[src/rtl/phase_sequencer.sv]
// phase_sequencer
//   Sequences the multi-cycle SIMPLE datapath. It drives a one-hot phase enable
//   for every phase-clocked register stage and adds run/stop control, single
//   stepping, halting at instruction boundaries and a count of retired
//   instructions.
//
//   Optional feature macro: PHASE_SKIP_EN. When it is defined, early_done ends
//   an instruction in the current phase. When it is undefined, early_done is
//   ignored.
//
// Ports
//   clk          system clock
//   rst_n        asynchronous active-low reset
//   exec_pulse   one-cycle pulse from the debounced exec button
//   step_mode    1 = execute one instruction per exec_pulse
//   halt         halt request, sampled only in the final phase
//   early_done   current phase is the last one this instruction needs
//   p            one-hot phase enable, zero when not running
//   phase_idx    binary index of the active phase, zero when not running
//   instr_done   high during the final phase cycle of an instruction
//   running      sequencer is in RUN
//   halted       sequencer is in HALTED
//   instr_count  completed instructions, wraps modulo 2**CNT_W
module phase_sequencer #(
  parameter int NUM_PHASES = 5,
  parameter int PH_W       = 4,
  parameter int CNT_W      = 16
) (
  input  logic                  clk,
  input  logic                  rst_n,
  input  logic                  exec_pulse,
  input  logic                  step_mode,
  input  logic                  halt,
  input  logic                  early_done,
  output logic [NUM_PHASES-1:0] p,
  output logic [PH_W-1:0]       phase_idx,
  output logic                  instr_done,
  output logic                  running,
  output logic                  halted,
  output logic [CNT_W-1:0]      instr_count
);

  typedef enum logic [1:0] {S_IDLE, S_RUN, S_HALTED} state_e;

  localparam logic [PH_W-1:0] LAST_PH = PH_W'(NUM_PHASES - 1);

  state_e                state_q, state_d;
  logic                  stop_q, stop_d;
  logic [PH_W-1:0]       phase_q, phase_d;
  logic [NUM_PHASES-1:0] p_q, p_d;
  logic                  running_q, running_d;
  logic                  halted_q, halted_d;
  logic [CNT_W-1:0]      cnt_q, cnt_d;
  logic                  last_ph;
  logic                  final_c;

`ifdef PHASE_SKIP_EN
  // An early finish simply makes the current phase the final one.
  assign last_ph = (phase_q == LAST_PH) || early_done;
`else
  logic unused_early_done;
  assign unused_early_done = early_done;
  assign last_ph = (phase_q == LAST_PH);
`endif

  assign final_c = (state_q == S_RUN) && last_ph;

  // State register and all registered outputs
  always_ff @(posedge clk or negedge rst_n) begin
    if (!rst_n) begin
      state_q   <= S_IDLE;
      stop_q    <= 1'b0;
      phase_q   <= '0;
      p_q       <= '0;
      running_q <= 1'b0;
      halted_q  <= 1'b0;
      cnt_q     <= '0;
    end else begin
      state_q   <= state_d;
      stop_q    <= stop_d;
      phase_q   <= phase_d;
      p_q       <= p_d;
      running_q <= running_d;
      halted_q  <= halted_d;
      cnt_q     <= cnt_d;
    end
  end

  // Next-state logic. A stop request made in the final phase of an
  // instruction applies to the following boundary. When the current boundary
  // already returns to IDLE, the request is dropped.
  always_comb begin
    state_d = state_q;
    stop_d  = stop_q;
    unique case (state_q)
      S_IDLE: begin
        stop_d = 1'b0;
        if (exec_pulse) state_d = S_RUN;
      end
      S_RUN: begin
        if (final_c) begin
          if (halt) begin
            state_d = S_HALTED;
            stop_d  = 1'b0;
          end else if (step_mode || stop_q) begin
            state_d = S_IDLE;
            stop_d  = 1'b0;
          end else begin
            stop_d  = exec_pulse;
          end
        end else if (exec_pulse && !step_mode) begin
          stop_d = 1'b1;
        end
      end
      S_HALTED: begin
        stop_d = 1'b0;
      end
      default: begin
        state_d = S_IDLE;
        stop_d  = 1'b0;
      end
    endcase
  end

  // Next values of the registered outputs, derived from the next state.
  // A new instruction starts at phase 0 on the edge that leaves IDLE and on
  // every boundary that stays in RUN, so there is no bubble cycle.
  always_comb begin
    phase_d   = '0;
    p_d       = '0;
    running_d = (state_d == S_RUN);
    halted_d  = (state_d == S_HALTED);
    cnt_d     = final_c ? cnt_q + CNT_W'(1) : cnt_q;
    if (state_d == S_RUN) begin
      phase_d = (state_q == S_RUN && !final_c) ? phase_q + PH_W'(1) : '0;
      p_d     = NUM_PHASES'(1) << phase_d;
    end
  end

  assign p           = p_q;
  assign phase_idx   = phase_q;
  assign instr_done  = final_c;
  assign running     = running_q;
  assign halted      = halted_q;
  assign instr_count = cnt_q;

endmodule
[config.mk]
export PLATFORM = sky130hd
export DESIGN_NAME = phase_sequencer
export DESIGN_NICKNAME = d
export VERILOG_FILES = /design/src/rtl/phase_sequencer.sv
export SDC_FILE = /design/constraint.sdc
export NUM_CORES = 1
export LEC_CHECK = 0
export BUFFER_PORTS_ARGS = -buffer_cell sky130_fd_sc_hd__buf_2
export CAP_MARGIN = 20
export CORE_ASPECT_RATIO = 0.5
export CORE_MARGIN = 2
export CORE_UTILIZATION = 45
export CTS_BUF_LIST = sky130_fd_sc_hd__clkbuf_8
export DETAILED_ROUTE_END_ITERATION = 7
export GPL_ROUTABILITY_DRIVEN = 0
export GPL_TIMING_DRIVEN = 0
export HOLD_SLACK_MARGIN = 0.05
export PLACE_DENSITY = 0.77
export SLEW_MARGIN = 20
export SYNTH_ARGS = -nofsm -noshare
export SYNTH_HDL_FRONTEND = slang
export SYNTH_SLANG_ARGS = --single-unit
[constraint.sdc]
create_clock -name clk -period 3.76 [get_ports clk]
set_input_delay 0.376 -clock clk [delete_from_list [all_inputs] [get_ports clk]]
set_output_delay 0.376 -clock clk [all_outputs]
set_load 0.01 [all_outputs]
Yosys cells after proc, flatten, opt, wreduce, memory -nomap -nowiden
Index checks and enable logic that the tools add are counted.

word-level totals
  flip-flop bits (word level) = 30
  output and inout bits = 28
  logic and storage cells = 36

operators by class
  add/subtract/negate cells = 2
  eq/ne operators = 6
  shifts and indexed selects = 1
  multiplexer cells = 13
  reduce and logical (&&, ||, !) cells = 7

operators by type and width
  operator                                               number
  adder 16 x 1 -> 16 bit, second input constant          1
  two-way mux 2 bit                                      4
  two-way mux 4 bit                                      2
  one-hot mux 2 bit (3 select lines)                     1
  two-way mux 1 bit                                      5
  two-way mux 5 bit                                      1
  left shift 1 x 4 -> 5 bit, first input constant        1
  adder 4 x 1 -> 4 bit, second input constant            1
  == test 2 x 1 -> 1 bit, second input constant          2
  == test 2 bit, second input constant                   2
  == test 4 x 3 -> 1 bit, second input constant          1
  logical AND 1 bit                                      3
  inequality test 3 x 2 -> 1 bit, second input constant  1
  logical NOT 1 bit                                      2
  logical NOT 2 bit                                      1
  logical OR 1 bit                                       1

Depth between registers and ports, before layout
Gate-level depths: netlist (run 1).

  depth after elaboration = 7
  gate-level depth with buffers = 6
  depth with buffers taken out = 6

Least setup slack after synthesis (run 1)
OpenSTA, ideal clock, no wires.

  kind = register -> register
  from = register phase_q[0], in the netlist phase_idx[0]
  to = register cnt_q[1], in the netlist instr_count[1]
  arrival = 1632 ps
  data required time = 3635 ps
  path slack = 2003 ps
  stages on the path, launching flop included = 6
  clock period less this slack = 1757 ps
  cell sequence = dfrtp_1 > inv_1 > ha_1 > nand3b_4 > nor2_1 > mux2_2

on the way
  word-level cells in the longest chain between the ends = 2

RTL lines
  item                    line  RTL
  start, declared         49    logic [PH_W-1:0] phase_q, phase_d;
  start signal, assigned  81    phase_q <= phase_d;
  == test 4 x 3 -> 1 bit  63    assign last_ph = (phase_q == LAST_PH);
  logical AND 1 bit       66    assign final_c = (state_q == S_RUN) && last_ph;
  via instr_done          37    output logic instr_done,
  end signal, assigned    85    cnt_q <= cnt_d;
  end, declared           53    logic [CNT_W-1:0] cnt_q, cnt_d;

The timed path passes the listed nets, and every way through them passes these cells.
A chain may end at the register's enable or synchronous reset.

Worst setup path after layout (run 1)
  from = register phase_q[0], in the netlist phase_idx[0]
  to = output port instr_done

on the way
  word-level cells in the longest chain between the ends = 2

RTL lines
  item                    line
  == test 4 x 3 -> 1 bit  63
  logical AND 1 bit       66
  end, declared           37

Every way passes these cells.

==> flow_metrics.tcl, run 1 <==
set metrics [dict create \
    whs_ns 0.114 \
    wl_um 2460 \
    core_area_um2 2940 \
    min_path_type "in -> async" \
    outcome "complete, no violations" \
    cp-start-kind "flip-flop" \
    drc 0 \
    drv_cap 0 \
    cts.clk_slew.worst_paths_ns 0.06 \
    ios 34 \
    h-tree-depth 2 \
    tightest_slew_ns 0.641 \
    fin_crit_sh_pct 57.0 \
    finalMaxSlewViolations 0 \
    postSynthCellCount 119 \
    grt.total_usage_pct 15.7 \
    hold_viol 0 \
    grt_start_max_net_pins 31 \
    ant_nets 0 \
    end_kind "output port" \
    grt_pass1_vias 919 \
    fp.dieW_um 81.6 \
    root_buffer "clkbuf_8" \
    place_hpwl_um 1800 \
    fin_setup_tns_ns 0 \
    worst_r2r_startpoint "phase_idx[0]" \
    rsz0062_at_grt "no" \
    die-area_um2 3490 \
    yosysSeqAreaShare_pct 55.4 \
    area_delta_synth_final_pct 23.6 \
    viasPerCell 4.97 \
    num_antenna_cells 0 \
    finalNetCount 167 \
    cts_sinks 30 \
    avgRoutedWirePerCell_um 12.4 \
    critPathRequiredTime_ns 3.38 \
    cp_top_family "simple AND/OR/NAND/NOR gates" \
    cp_slowest_stage_delay_ns 0.43 \
    finalSetupViolCount 0 \
    max_freq_mhz 467 \
    start_util_pct 46.0 \
    finClkSkew_ns 0.00550 \
    critPathLaunch "phase_idx[0]" \
    cts_buffers 5 \
    period_minus_slack_ns 2.14 \
    yosysUniqueCellTypes 30 \
    leakage_nw 0.847 \
    critPathKind "reg -> out" \
    cts_tree "done" \
    critPathArrivalTime_ns 1.77 \
    path_buf_inv 2 \
    synthesis.nets 128 \
    rows 14 \
    yosysWarnings 0 \
    cp_max_fo 7 \
    cp_slowest_cell "dfrtp_1" \
    crit_chain "inv_1 -> ha_1 -> nand3b_4 -> nor2_1 -> buf_2" \
    ys_ff_latch 30 \
    syn_avg_cell_area_um2 11.4 \
    io_buffers 32 \
    slew_headroom_pct 57.2 \
    ff2ff_path_depth 5 \
    first_pass_iters 4 \
    drt_iter0_markers 67 \
    antenna_found_initial 0 \
    cp_num_cells 5 \
    clockBufferDepth 2 \
    die_h_um 42.8 \
    drive_gt1_share_pct 30.2 \
    overflow 0 \
    ctsResizeCount 0 \
    clk_latency_ns 0.28 \
    postCtsHoldBufs 0 \
    cellPowerDensity_nw_per_um2 696 \
    post_cts_buffers 0 \
    syn_area_um2 1360 \
    grt_pass1_wl_um 4090 \
    dr_total_vias 989 \
    vdd_drop_max_mv 0.225 \
]
[area by class of cell]
class                      count  area [µm²]
clock buffer                   8         110
multi-input combinational     80         563
sequential                    30         751
inverter                       7        26.3
buffer                         2        15.0
timing repair buffer          32         160
fill                         255        1270
tap                           40        50.0
[cells by family (layout without fill, tap and decap cells)]
family | Yosys count | count (layout) | share of synthesized area, %
DFF | 30 | 30 | 55.4
and+or+nand+nor | 47 | 47 | 20.3
AOI/OAI and AO/OA | 11 | 11 | 5.36
xor gates and xnor gates | 17 | 17 | 11.5
adders and majority gates | 3 | 3 | 2.77
muxes | 2 | 2 | 1.57
buffers and inverters | 9 | 49 | 3.05
[sequential cells by signal (all words and copies together) (netlist names)]
signal / flops
halted: 1
instr_count: 16
p: 5
phase_idx: 4
running: 1
state_q: 2
stop_q: 1
[where the power goes]
| group | switching (mW) | internal, mW | total [mW] |
|---|---|---|---|
| Combinational | 0.231 | 0.164 | 0.396 |
| Sequential | 0.0670 | 0.399 | 0.466 |
| Clock | 0.120 | 0.185 | 0.304 |
| Total | 0.418 | 0.748 | 1.17 |
[stage by stage]
stage               worst slack (ns)  area (µm²)  power [mW]  util [%]  cells
floorplan                       2.00        1360       0.742         -    119
global placement                1.94        1570       0.854      53.2    191
detailed placement              1.92        1570       0.872      53.2    191
CTS                             1.61        1680        1.18      56.9    199
global route                    1.48        1680        1.24      56.9    199
finish                          1.62        1680        1.17      56.9    199
[routing by layer]
metal,vias up,wire (µm),global-route usage [%],part of all wire [%]
li1,483,-,-,-
met1,479,1080,19.8,44
met2,25,1260,25.7,51
met3,2,111,5.11,4.5
met4,0,8,5.00,0.33
met5,-,0,0,0
[synth_stat cells]
cell type	number	area share, %
nor2b_1	2	0.92
nand3b_4	1	1.5
a211oi_1	4	2.2
o21a_1	1	0.55
ha_1	3	2.8
and4_4	1	0.83
nor2_1	9	2.5
a21oi_1	2	0.74
clkbuf_1	1	0.28
and3_1	1	0.46
nand2_1	9	2.5
xor2_1	3	1.9
dfrtp_1	30	55
nand2b_2	1	0.65
mux2_2	1	0.83
xnor2_1	13	8.4
o22a_1	1	0.65
nand3_1	10	3.7
buf_6	1	0.83
and4_1	1	0.65
xor2_2	1	1.2
nand4_1	4	1.8
a31oi_1	1	0.46
nor3_4	2	2.4
nor4_1	1	0.46
nor3_1	4	1.5
and2_1	1	0.46
mux2i_1	1	0.74
inv_1	7	1.9
o21ai_0	2	0.74
[path summary, 6_finish.rpt]
check	slack, ns	endpoint
hold reg to reg	0.49	instr_count[9]
setup / recovery	1.62	instr_done
max in group asynchronous	3.22	running
min in group clk	0.34	halted
setup reg to reg	1.98	instr_count[1]
hold / removal	0.11	instr_count[9]
[placed cells by master, fill, tap and decap left out, types with 4 or more instances in the layout]
cell type,n
xnor2_1,13
nor2_1,9
inv_1,7
a211oi_1,4
dfrtp_1,30
nor3_1,4
nand3_1,10
nand4_1,4
clkbuf_8,8
nand2_1,9
buf_2,32
(Power assumes the default switching activity.)
==> run 2: changes to the inputs <==
--- a/config.mk
+++ b/config.mk
@@ -5,6 +5,7 @@
 export SDC_FILE = /design/constraint.sdc
 export NUM_CORES = 1
 export LEC_CHECK = 0
+export ABC_AREA = 1
 export BUFFER_PORTS_ARGS = -buffer_cell sky130_fd_sc_hd__buf_2
 export CAP_MARGIN = 20
 export CORE_ASPECT_RATIO = 0.5
@@ -15,7 +16,7 @@
 export GPL_ROUTABILITY_DRIVEN = 0
 export GPL_TIMING_DRIVEN = 0
 export HOLD_SLACK_MARGIN = 0.05
-export PLACE_DENSITY = 0.77
+export PLACE_DENSITY = 0.79
 export SLEW_MARGIN = 20
 export SYNTH_ARGS = -nofsm -noshare
 export SYNTH_HDL_FRONTEND = slang
==> constraint.sdc (replaced) <==
create_clock -name clk -period 1.9 [get_ports clk]
set_input_delay 0.19 -clock clk [delete_from_list [all_inputs] [get_ports clk]]
set_output_delay 0.19 -clock clk [all_outputs]
set_load 0.01 [all_outputs]
==> flow_metrics.tcl, run 2 <==
set metrics [dict create \
    outcome "complete, no violations" \
    power.total_mw 2.22 \
    yosysSeqAreaShare_pct 49.6 \
    place_hpwl_um 2110 \
    die-area_um2 3870 \
    rows 14 \
    fin_crit_sh_pct 91.6 \
    synth_ff_type "dfrtp_1" \
    synthTopCellsByCount "38 x nand2_1, 30 x dfrtp_1, 16 x nor2_1" \
    cts_sinks 30 \
    antenna_found_initial 0 \
    io_buffers 32 \
    wl_um 2810 \
    rsz0062_at_grt "no" \
    start_util_pct 48.8 \
    grt.total_usage_pct 16.5 \
    drv_cap 0 \
    synth_top_area_share_pct 49.6 \
    ys_ff_latch 30 \
    avgRoutedWirePerCell_um 11.7 \
    fp.dieW_um 86.0 \
    overflow 0 \
    tightest_slew_ns 0.657 \
    vdd_drop_max_mv 0.614 \
    largest_reg_flops 16 \
    syn_area_um2 1510 \
    dr_total_vias 1171 \
    period_minus_slack_ns 1.74 \
    yosysTopAreaCell "dfrtp_1" \
    ctsResizeCount 0 \
    max_freq_mhz 575 \
    synthTopCellsByArea "dfrtp_1 50%, nand2_1 9.4%, nor2_1 4.0%, inv_1 3.7%, nor2_4 3.7%" \
    yosysWarnings 0 \
    fill_cells 271 \
    grt_start_max_net_pins 31 \
    grtUsageMet2_pct 28.7 \
    leakage_nw 0.967 \
    clockBufferDepth 2 \
    grt_pass1_wl_um 4840 \
    finalSetupViolCount 0 \
    setup_ws_ns 0.160 \
    grt_pass1_vias 1133 \
    drive_gt1_share_pct 30.5 \
    syn_avg_cell_area_um2 9.52 \
    cts_tree "done" \
    postSynthCellCount 159 \
    post-place-cells 231 \
    pre_cts_ws_ns 0.277 \
    postCtsHoldBufs 1 \
    ant_nets 0 \
    cellPowerDensity_nw_per_um2 1220 \
    slew_headroom_pct 56.2 \
    viasPerCell 4.88 \
    cp_slowest_stage_delay_ns 0.45 \
    finalMaxSlewViolations 0 \
    critPathArrivalTime_ns 1.55 \
    final_util_pct 58.9 \
    root_buffer "clkbuf_8" \
    ios 34 \
    critPathRequiredTime_ns 1.71 \
    placed_area_um2 1720 \
    met3_usage_pct 4.75 \
    area_delta_synth_final_pct 20.6 \
    synth_edf_count 0 \
    drt_iter0_markers 30 \
    first_pass_iters 4 \
    clk_latency_ns 0.28 \
    met1_usage_pct 19.0 \
    drc 0 \
    final_cell_mix "38 x nand2_1, 32 x buf_2, 30 x dfrtp_1" \
    final_cell_area_um2 1830 \
    finalNonFillerCells 240 \
    post_cts_buffers 0 \
    yosys.cell_count.top_type "nand2_1" \
    synthesis.nets 168 \
    final_common_cell "nand2_1" \
    end_kind "output port" \
    finalNetCount 208 \
    cp_max_fo 9 \
    h-tree-depth 2 \
    die_h_um 45.0 \
    hold_viol 0 \
    cp-start-kind "flip-flop" \
    cts_buffers 5 \
    path_buf_inv 2 \
    critPathKind "reg -> out" \
    whs_ns 0.201 \
    cts.clk_slew.worst_paths_ns 0.06 \
    async_flop_share_pct 100 \
    min_path_type "in -> reg" \
    num_antenna_cells 0 \
    core_area_um2 3100 \
    crit_chain "inv_1 -> ha_1 -> nand3_4 -> nor2_8 -> buf_2" \
    cp_slowest_cell "dfrtp_1" \
    finClkSkew_ns 0.00133 \
    cp_top_family "flip-flops" \
    yosysUniqueCellTypes 26 \
    top_usage_layer "met2" \
    fin_setup_tns_ns 0 \
]
run 2: cell types whose count changed in the layout (fill, tap and decap cells not counted), sizes merged, moves of 4 or more:
cell	before	now
nand2	9	43
xnor2	13	6
a211oi	4	0
inv	7	19
nor3	6	2
nor2	9	26
run 2: final cells by class:
cell class	count	area (µm²)	area share, %
clock inverters	2	8.76	0.480
inverters	18	70.1	3.84
well taps	40	50.0	2.74
flip-flops and latches	30	751	41.1
repair buffers	33	170	9.32
clock buffers	6	82.6	4.52
multi-input cells	111	693	38.0
run 2: cell families after synthesis:
logic type                 share of synthesized area [%]
buffers and inverters                               4.63
xor gates and xnor gates                            7.44
AOI/OAI and AO/OA                                   2.89
adders and majority gates                           2.48
DFF                                                 49.6
and+or+nand+nor                                     33.0
run 2: path summary, 6_finish.rpt:
kind	from	to	slack, ns	depth (start not counted)
setup / recovery	phase_idx[0]	instr_done	0.16	5
hold / removal	exec_pulse	stop_q	0.20	3
max in group asynchronous	rst_n	instr_count[12]	1.00	2
hold reg to reg	instr_count[4]	instr_count[4]	0.50	1
setup reg to reg	phase_idx[0]	instr_count[11]	0.28	8
min in group asynchronous	rst_n	stop_q	0.47	2
run 2: worst register-to-register path, cell delays in order (launching register included):
cell and delay [ns]:
dfrtp_1 0.45, inv_1 0.09, ha_1 0.23, nand2_2 0.09
nor2_4 0.11, nand2_4 0.11, nor2_4 0.19, nand2_1 0.08
xor2_1 0.15
run 2: power by group:
part	switching, mW	internal [mW]
sequential	0.128	0.777
combinational	0.504	0.294
clock	0.230	0.286
run 2: layer usage:
metal / part of all wire, % / wire [µm]
met1: 44 / 1230
met2: 49 / 1380
met3: 4.3 / 121
met4: 2.5 / 70
met5: 0 / 0
